### config.mk
export PLATFORM = sky130hd
export DESIGN_NAME = stall_sched
export DESIGN_NICKNAME = d
export VERILOG_FILES = /design/src/rtl/stall_sched.sv
export SDC_FILE = /design/constraint.sdc
export NUM_CORES = 1
export LEC_CHECK = 0
export BUFFER_PORTS_ARGS = -buffer_cell sky130_fd_sc_hd__buf_2
export CORE_ASPECT_RATIO = 1.25
export CORE_UTILIZATION = 40
export CTS_CLUSTER_DIAMETER = 120
export DETAILED_ROUTE_END_ITERATION = 10
export MAX_ROUTING_LAYER = met4
export PLACE_DENSITY_LB_ADDON = 0.05
export SLEW_MARGIN = 40
export SYNTH_ARGS = -nofsm -noshare
export SYNTH_HDL_FRONTEND = slang
export SYNTH_SLANG_ARGS = --single-unit
### constraint.sdc
create_clock -name clk -period 1.85 [get_ports clk]
set_clock_uncertainty 0.05 [all_clocks]
set_input_delay 0.185 -clock clk [delete_from_list [all_inputs] [get_ports clk]]
set_output_delay 0.185 -clock clk [all_outputs]
set_load 0.005 [all_outputs]
### src/rtl/stall_sched.sv
// stall_sched: registered stall/flush scheduler for the 5-stage core.
// Handles flush requests, multi-cycle multiply/divide occupancy of EX
// (with a divide timeout) and single-cycle load-use bubbles.
// Optional feature macro: STALL_SCHED_LOAD_USE_EN enables load-use
// detection; when undefined the load-use term is tied to 0.
module stall_sched #(
    parameter int MULT_CYCLES = 4,
    parameter int DIV_TIMEOUT = 64,
    localparam int StallBus   = 6
) (
    input  logic                clk,
    input  logic                rst,
    input  logic [4:0]          id_rs,
    input  logic [4:0]          id_rt,
    input  logic                id_rs_re,
    input  logic                id_rt_re,
    input  logic                ex_is_load,
    input  logic                ex_we,
    input  logic [4:0]          ex_wreg,
    input  logic                md_start,
    input  logic                md_is_div,
    input  logic                div_ready,
    input  logic                flush_req,
    output logic [StallBus-1:0] stall,
    output logic                bubble_ex,
    output logic                flush,
    output logic                md_done,
    output logic                md_err,
    output logic                md_busy
);

    localparam logic [0:0] S_RUN     = 1'b0;
    localparam logic [0:0] S_MD_WAIT = 1'b1;

    // PC/IF/ID/EX held while EX is occupied; PC/IF/ID held for load-use.
    localparam logic [StallBus-1:0] STALL_MD = 6'b001111;
    localparam logic [StallBus-1:0] STALL_LU = 6'b000111;

    // Counter reload values; the counter runs down to 0 inside MD_WAIT.
    localparam logic [6:0] MUL_LOAD = 7'(MULT_CYCLES - 1);
    localparam logic [6:0] DIV_LOAD = 7'(DIV_TIMEOUT - 1);

    logic [0:0]          state_q, state_d;
    logic [6:0]          cnt_q, cnt_d;
    logic                is_div_q, is_div_d;

    logic                load_use;
    logic [StallBus-1:0] stall_c;
    logic                bubble_c, flush_c, done_c, err_c;

`ifdef STALL_SCHED_LOAD_USE_EN
    assign load_use = ex_is_load && ex_we && (ex_wreg != 5'd0) &&
                      ((id_rs_re && (id_rs == ex_wreg)) ||
                       (id_rt_re && (id_rt == ex_wreg)));
`else
    // Load data reaches consumers through MEM forwarding only.
    logic lu_unused;
    assign load_use  = 1'b0;
    assign lu_unused = ^{id_rs, id_rt, id_rs_re, id_rt_re, ex_is_load, ex_we, ex_wreg};
`endif

    // Priority: flush, then MD_WAIT sequencing, then md issue, then load-use.
    always_comb begin
        state_d  = state_q;
        cnt_d    = cnt_q;
        is_div_d = is_div_q;
        stall_c  = '0;
        bubble_c = 1'b0;
        flush_c  = 1'b0;
        done_c   = 1'b0;
        err_c    = 1'b0;
        if (flush_req) begin
            // Abandons any in-flight multiply/divide without a pulse.
            flush_c = 1'b1;
            state_d = S_RUN;
        end else if (state_q == S_MD_WAIT) begin
            if (is_div_q ? div_ready : (cnt_q == 7'd0)) begin
                done_c  = 1'b1;
                state_d = S_RUN;
            end else if (is_div_q && (cnt_q == 7'd0)) begin
                err_c   = 1'b1;
                state_d = S_RUN;
            end else begin
                stall_c = STALL_MD;
                cnt_d   = cnt_q - 7'd1;
            end
        end else if (md_start) begin
            if (!md_is_div && (MULT_CYCLES == 1)) begin
                // Single-cycle multiply completes without occupying EX further.
                done_c = 1'b1;
            end else begin
                stall_c  = STALL_MD;
                state_d  = S_MD_WAIT;
                is_div_d = md_is_div;
                cnt_d    = md_is_div ? DIV_LOAD : MUL_LOAD;
            end
        end else if (load_use) begin
            stall_c  = STALL_LU;
            bubble_c = 1'b1;
        end
    end

    // Outputs are forced quiet while reset is held.
    always_comb begin
        stall     = rst ? '0   : stall_c;
        bubble_ex = rst ? 1'b0 : bubble_c;
        flush     = rst ? 1'b0 : flush_c;
        md_done   = rst ? 1'b0 : done_c;
        md_err    = rst ? 1'b0 : err_c;
        md_busy   = rst ? 1'b0 : (state_q == S_MD_WAIT);
    end

    // State, counter and divide flag registers.
    always_ff @(posedge clk) begin
        if (rst) begin
            state_q  <= S_RUN;
            cnt_q    <= 7'd0;
            is_div_q <= 1'b0;
        end else begin
            state_q  <= state_d;
            cnt_q    <= cnt_d;
            is_div_q <= is_div_d;
        end
    end

endmodule

==> Word-level counts from Yosys, hierarchy flattened <==
Index checks and enable logic that the tools add are counted.
{ "totals": {"out_inout_bits": 11, "register_bits": 9, "input_bits": 25, "word_cells": 42} }
{ "op_classes": {"n_eq_ne": 2, "n_addsub": 1, "mux": 28, "n_reduce_logical": 6, "n_bitwise": 2} }
{ "op_table": {"columns": ["cell", "n"], "rows": [
  ["$mux W7", 4],
  ["$mux W6", 4],
  ["$mux W1", 17],
  ["$mux W4", 3],
  ["$logic_not A7 Y1", 1],
  ["$sub A7 B1 Y7 const B", 1],
  ["$ne A2 B2 Y1 const B", 2],
  ["$reduce_and A4 Y1", 1],
  ["$reduce_and A3 Y1", 1],
  ["$not A1 Y1", 2],
  ["$reduce_bool A2 Y1", 1],
  ["$reduce_or A2 Y1", 1],
  ["$logic_and A1 B1 Y1", 1]
]} }

==> Depth between registers and ports, before layout <==
Gate-level depths: netlist (run 1).
{ "logic_depth": {"ltp_word": 7, "mapped_depth": 6, "depth_no_buf": 6} }

==> Worst setup path after synthesis (run 1) <==
No wires, ideal clock.
{ "synth_path": {"kind": "register to output", "startpoint": "register cnt_q[0]", "endpoint": "output stall[1]", "path_slack_ns": 0.157, "stages_incl_launch_ff": 7, "arrival_ns": 1.458, "n_path_buf": 1, "t_required_ns": 1.615, "cell_sequence": "dfxtp_1 > inv_1 > ha_1 > a311oi_4 > nor2_2 > nor2_1 > buf_4"} }
{ "synth_via": {"elab_chain_cells": 7, "word_cells_on_any_way": 8, "classes_between": "6 x mux; 2 x reduce/logical"} }
{ "synth_rtl": {"columns": ["item", "line_no", "text"], "rows": [
  ["start, declared", "44", "logic [6:0] cnt_q, cnt_d;"],
  ["start signal, assigned", "121", "cnt_q <= cnt_d;"],
  ["$logic_not A7 Y1 (*)", "77, 80", null],
  ["$logic_and A1 B1 Y1", "80", "end else if (is_div_q && (cnt_q == 7'd0)) begin"],
  ["$mux W4", "80", null],
  ["$mux W4 (*)", "77", "if (is_div_q ? div_ready : (cnt_q == 7'd0)) begin"],
  ["$mux W6 (*)", "76", "end else if (state_q == S_MD_WAIT) begin"],
  ["$mux W6 (*)", "72", "if (flush_req) begin"],
  ["$mux W6 (*)", "105", "stall = rst ? '0 : stall_c;"],
  ["end, declared", "24", "output logic [StallBus-1:0] stall,"]
]} }
Every way passes the cells marked *; elsewhere a longest branch is shown, timed or not.

==> Worst setup path in the final report (run 1) <==
{ "layout_path": {"startpoint": "register cnt_q[4]", "endpoint": "output stall[2]"} }
The elaborated chain is that of the path after synthesis.

==> results.sh, run 1 <==
export IMPL_status="finished, final reports clean"
export IMPL_ys_warn_count=0
export IMPL_endpoint="stall[2]"
export IMPL_clockBufferDepth=2
export IMPL_arrival_ns=1.49
export IMPL_synthTopCellsByCount="dfxtp_1, nand2_1, nor2_1, buf_4, inv_1"
export IMPL_setup_viol_count_final=0
export IMPL_synth_top_area_frac=0.275
export IMPL_grt_overflow_total=0
export IMPL_timing_critical_path_mode_cell="nor2_2"
export IMPL_htree_levels=1
export IMPL_crit_chain="nor3_4 > a311oi_4 > nor2_2 > nor2_2 > buf_2"
export IMPL_synth_edf_count=0
export IMPL_crit_required_ns=1.62
export IMPL_path_max_fanout=6
export IMPL_critical_path_max_stage_delay_ns=0.45
export IMPL_seq_area_frac_synth=0.275
export IMPL_synth_area_per_cell_um2=8.18
export IMPL_diodes=0
export IMPL_end_kind="output pin"
export IMPL_die_h_um=47.2
export IMPL_finish_net_count=125
export IMPL_hold_viol_final=0
export IMPL_cts_reportedPaths_clkPinSlew_ns=0.06
export IMPL_r2r_slack_ns=0.21
export IMPL_path_class="reg -> out"
export IMPL_clockRootBuffer="clkbuf_4"
export IMPL_rr_endpoint="cnt_q[1]$_SDFFE_PP0P_"
export IMPL_cts_inserted_buffers=3
export IMPL_multi_input_area_um2=418
export IMPL_wl_um=1440
export IMPL_ir_drop_mv=0.323
export IMPL_ys_flop_type="dfxtp_1"
export IMPL_syn_to_final_growth_pct=18.5
export IMPL_maxSlewViolCount=0
export IMPL_start_kind="flop"
export IMPL_dp_cells=109
export IMPL_synth_area_leaders="dfxtp_1, buf_4, nand2_1"
export IMPL_grt_antenna_before_repair=0
export IMPL_hpwl_um=1110
export IMPL_wl_per_cell_um=12.7
export IMPL_layout_area_seq_um2=181
export IMPL_vias_per_cell=5.44
export IMPL_cp_slowest_cell="dfxtp_1"
export IMPL_initial_core_util=0.453
export IMPL_cts_tree="built"
export IMPL_yosysMostFrequentCell="dfxtp_1"
export IMPL_numPortBuffers=13
export IMPL_r2r_start="cnt_q[4]$_SDFFE_PP0P_"
export IMPL_nFillCells=136
export IMPL_grt_usage=0.200
export IMPL_grt_max_degree=13
export IMPL_netlist_area_um2=654
export IMPL_die_w_um=38.2
export IMPL_fmax_mhz=581
export IMPL_synth_seq_cells=9
export IMPL_rsz0062_at_grt="false"
export IMPL_power_density_nw_per_um2=667
export IMPL_ys_types=36
export IMPL_firstDrtPassIters=4
export IMPL_layout_cells_non_filler=114
export IMPL_grt_pass1_vias=555
export IMPL_num_rows=15
export IMPL_timing_final_crit_share=0.930
export IMPL_final_setup_tns_ns=0
export IMPL_yosysTopAreaCell="dfxtp_1"
export IMPL_crit_start="cnt_q[4]$_SDFFE_PP0P_"
export IMPL_via_count=620
export IMPL_min_period_ns=1.72
export IMPL_drive_gt1_frac=0.351
export IMPL_grt_pass1_wl_um=2380
export IMPL_clkSinkCount=9
export IMPL_fin_hold_ws_ns=0.125
export IMPL_core_area_um2=1450
export IMPL_place_congestion=0.777
export IMPL_die_area_um2=1800
export IMPL_syn_inst=80
export IMPL_postRouteAntennaNets=0
export IMPL_r2r_cells=6
export IMPL_io_pins=36
export IMPL_synth_async_sr_flop_share=0
export IMPL_cap_viol_max_count=0
export IMPL_worstHoldPathType="in -> reg"
export IMPL_first_iter_violations=23
export IMPL_clock_latency_ns=0.26
export IMPL_p_leak_nw=0.332
export IMPL_drc_errors=0
-- report_power, final --
| part | internal (mW) | leakage, nW | switching (mW) |
|---|---|---|---|
| sequential | 0.207 | 0.0740 | 0.0128 |
| clock | 0.0831 | 0.0150 | 0.0687 |
| combinational | 0.0660 | 0.243 | 0.0803 |
| total | 0.356 | 0.332 | 0.162 |
-- cell usage in the layout (no fill, tap or decap), drive strengths merged, types with 2 or more instances in the layout --
cell,Yosys,routed
buf,6,19
dfxtp,9,9
nand2,8,8
nor2,8,8
inv,5,5
o21ai,5,5
nor3,4,4
clkbuf,2,4
a21oi,3,3
o22ai,3,3
conb,1,3
a32o,3,3
nand3,2,2
nor2b,2,2
nand2b,2,2
a311oi,2,2
ha,2,2
-- worst min-delay path by stage --
stage	from	end	slack, ns	depth (start not counted)
6_report	md_is_div	is_div_q$_SDFFE_PP0P_	0.13	3
5_1_grt	md_is_div	is_div_q$_SDFFE_PP0P_	0.13	3
4_1_cts	md_is_div	is_div_q$_SDFFE_PP0P_	0.12	3
3_5_place_dp	md_is_div	is_div_q$_SDFFE_PP0P_	0.40	3
3_3_place_gp	md_is_div	is_div_q$_SDFFE_PP0P_	0.39	3
2_1_floorplan	md_is_div	is_div_q$_SDFFE_PP0P_	0.27	2
-- layer usage --
layer	track usage	wire length [µm]	up-vias
li1	-	-	319
met1	0.218	596	277
met2	0.346	749	22
met3	0.0569	85	2
met4	0.0643	12	0
met5	-	0	-
-- layout make-up --
type,count,share of cell area
multi-input cells,60,0.539
flip-flops and latches,9,0.234
repair buffers,19,0.142
clock buffers,4,0.0339
well taps,17,0.0274
inverters,5,0.0242
-- cells by family after synthesis --
logic type | synth area share
other | 0.00573
AOI/OAI and AO/OA | 0.293
buffers and inverters | 0.109
adders and majority gates | 0.0382
and+or+nand+nor | 0.279
DFF | 0.275
-- through the flow --
step | utilization | instance area [µm²] | power (mW) | worst slack [ns]
floorplan | - | 662 | 0.332 | 0.157
global placement | 0.507 | 733 | 0.365 | 0.142
detailed placement | 0.507 | 733 | 0.367 | 0.139
CTS | 0.533 | 771 | 0.523 | 0.0385
global route | 0.537 | 776 | 0.553 | 0.000492
finish | 0.537 | 776 | 0.518 | 0.130
-- state kept, by name, summed over array words and instances (netlist names) --
register and flops:
cnt_q 7, is_div_q 1, state_q 1
-- worst max-delay path, delay by kind of cell (launching register included) --
family | cells | cell delay, ns
DFF | 1 | 0.45
and+or+nand+nor | 3 | 0.34
buffers and inverters | 1 | 0.13
AOI/OAI and AO/OA | 1 | 0.30
-- what timing repair did --
| item | 4_1_cts | 5_1_grt |
|---|---|---|
| buffers inserted | 1 | 0 |
| setup endpoints to repair | 4 | 6 |
| hold buffers | 0 | 0 |
| pin swaps | 1 | 3 |
| resized for setup | 2 | 2 |
No activity file was read; power rests on OpenSTA's default activity.
==> run 2, diff against run 1 <==
--- a/config.mk
+++ b/config.mk
@@ -10,6 +10,7 @@
 export CORE_UTILIZATION = 40
 export CTS_CLUSTER_DIAMETER = 120
 export DETAILED_ROUTE_END_ITERATION = 10
+export GPL_TIMING_DRIVEN = 0
 export MAX_ROUTING_LAYER = met4
 export PLACE_DENSITY_LB_ADDON = 0.05
 export SLEW_MARGIN = 40
==> run 2 against run 1 <==
Register-to-register slack improved by 0.03 ns. Setup slack lost 0.016 ns. Die area unchanged. Utilization is 5.2 points higher. Critical path type unchanged. Non-clock buffer count increased by 7. Clock-buffer cell count is the same. Global-route usage is 0.26 points lower. Critical path depth rose by 2. Highest routed layer is now met3.
==> results.sh, run 2 (synthesis gave the netlist of run 1 again) <==
export IMPL_status="finished, final reports clean"
export IMPL_hold_viol_final=0
export IMPL_die_area_um2=1800
export IMPL_drc_errors=0
export IMPL_place_ws_ns=-0.0638
export IMPL_cts_inserted_buffers=3
export IMPL_io_pins=36
export IMPL_first_iter_violations=10
export IMPL_wl_met2_um=795
export IMPL_fin_ws_ns=0.114
export IMPL_power_density_nw_per_um2=630
export IMPL_clockBufferDepth=2
export IMPL_place_congestion=0.808
export IMPL_end_kind="output pin"
export IMPL_clockRootBuffer="clkbuf_4"
export IMPL_layout_common_cells="buf_2, buf_4, nand2_1"
export IMPL_cp_slowest_cell="dfxtp_2"
export IMPL_htree_levels=1
export IMPL_crit_chain="inv_1 > ha_4 > a311oi_4 > nor2_2 > nor2_2 > buf_4 > buf_2"
export IMPL_p_leak_nw=0.367
export IMPL_via_count=657
export IMPL_maxSlewViolCount=0
export IMPL_top_regs="cnt_q (7), is_div_q (1), state_q (1)"
export IMPL_final_common_cell="buf_2"
export IMPL_cap_viol_max_count=0
export IMPL_grt_pass1_wl_um=2380
export IMPL_regMostFlops="cnt_q"
export IMPL_largest_register_ffs=7
export IMPL_vias_per_cell=5.43
export IMPL_wl_um=1520
export IMPL_core_area_um2=1450
export IMPL_diodes=0
export IMPL_worstHoldPathType="in -> reg"
export IMPL_final_util=0.589
export IMPL_timing_critical_path_mode_cell="nor2_2"
export IMPL_syn_to_final_growth_pct=30.0
export IMPL_fin_hold_ws_ns=0.135
export IMPL_wl_per_cell_um=12.6
export IMPL_path_max_fanout=4
export IMPL_holdPathStages=3
export IMPL_grt_usage=0.197
export IMPL_postRouteAntennaNets=0
export IMPL_drive_gt1_frac=0.442
export IMPL_numPortBuffers=13
export IMPL_r2r_slack_ns=0.24
export IMPL_fin_area_um2=851
export IMPL_r2r_cells=5
export IMPL_rr_endpoint="cnt_q[5]$_SDFFE_PP0P_"
export IMPL_dp_cells=112
export IMPL_power_mw=0.536
export IMPL_crit_required_ns=1.62
export IMPL_layout_cells_non_filler=121
export IMPL_hpwl_um=1060
export IMPL_r2r_start="cnt_q[0]$_SDFFE_PP0P_"
export IMPL_num_rows=15
export IMPL_ir_drop_mv=0.330
export IMPL_timing_final_crit_share=0.939
export IMPL_grt_antenna_before_repair=0
export IMPL_path_class="reg -> out"
export IMPL_grt_overflow_total=0
export IMPL_final_setup_tns_ns=0
export IMPL_die_w_um=38.2
export IMPL_cts_tree="built"
export IMPL_firstDrtPassIters=4
export IMPL_hold_end="is_div_q$_SDFFE_PP0P_"
export IMPL_ctsHoldBuffers=0
export IMPL_wl_met1_um=647
export IMPL_min_period_ns=1.74
export IMPL_setup_viol_count_final=0
export IMPL_initial_core_util=0.453
export IMPL_clkSinkCount=9
export IMPL_critPathBufInv=3
export IMPL_finish_net_count=132
export IMPL_wl_met3_um=77
export IMPL_grt_max_degree=11
export IMPL_arrival_ns=1.50
export IMPL_clock_latency_ns=0.26
export IMPL_hp_start="md_is_div"
export IMPL_start_kind="flop"
export IMPL_dpl_instance_area_um2=748
export IMPL_cts_reportedPaths_clkPinSlew_ns=0.06
export IMPL_path_delay_family="flip-flops"
export IMPL_top_layer="met3"
export IMPL_fmax_mhz=576
export IMPL_critical_path_max_stage_delay_ns=0.32
export IMPL_die_h_um=47.2
export IMPL_grt_pass1_vias=576
## run 2: report_power, final
part	internal (mW)	switching (mW)	leakage, nW	total (mW)
Combinational	0.0801	0.0848	0.276	0.165
Clock	0.0829	0.0650	0.0150	0.148
Sequential	0.207	0.0155	0.0759	0.223
## run 2: tightest hold or removal path, stage by stage
cell     delay, ns
buf_2         0.10
nand2_1       0.05
a21oi_1       0.05
## run 2: worst max-delay path by stage
stage / from / endpoint / slack [ns] / cells past startpoint
CTS: cnt_q[0]$_SDFFE_PP0P_ / stall[1] / 0.001 / 7
detailed placement: cnt_q[0]$_SDFFE_PP0P_ / stall[1] / -0.06 / 7
finish: cnt_q[0]$_SDFFE_PP0P_ / stall[1] / 0.11 / 7
floorplan: cnt_q[0]$_SDFFE_PP0P_ / stall[1] / 0.16 / 6
global route: cnt_q[0]$_SDFFE_PP0P_ / stall[1] / -0.01 / 7
global placement: cnt_q[0]$_SDFFE_PP0P_ / stall[2] / -0.04 / 7
## run 2: final cells by class
cell class / instances / area, µm²
multi-input cells: 60 / 433
plain buffers: 7 / 48.8
repair buffers: 19 / 110
fillers: 146 / 594
flip-flops and latches: 9 / 189
well taps: 17 / 21.3
inverters: 5 / 22.5
clock buffers: 4 / 26.3
## run 2: timing repair
action / CTS / global route
endpoints found under the hold margin: 0 / 0
resized for setup: 7 / 6
pin swaps: 3 / 4
setup buffers: 5 / 1
endpoints found under the setup margin: 4 / 4
## run 2: metal layers
layer | global-route usage | vias up
met3 | 0.0711 | 0
met1 | 0.205 | 305
li1 | - | 334
met5 | - | -
met2 | 0.353 | 18
met4 | 0.0429 | 0
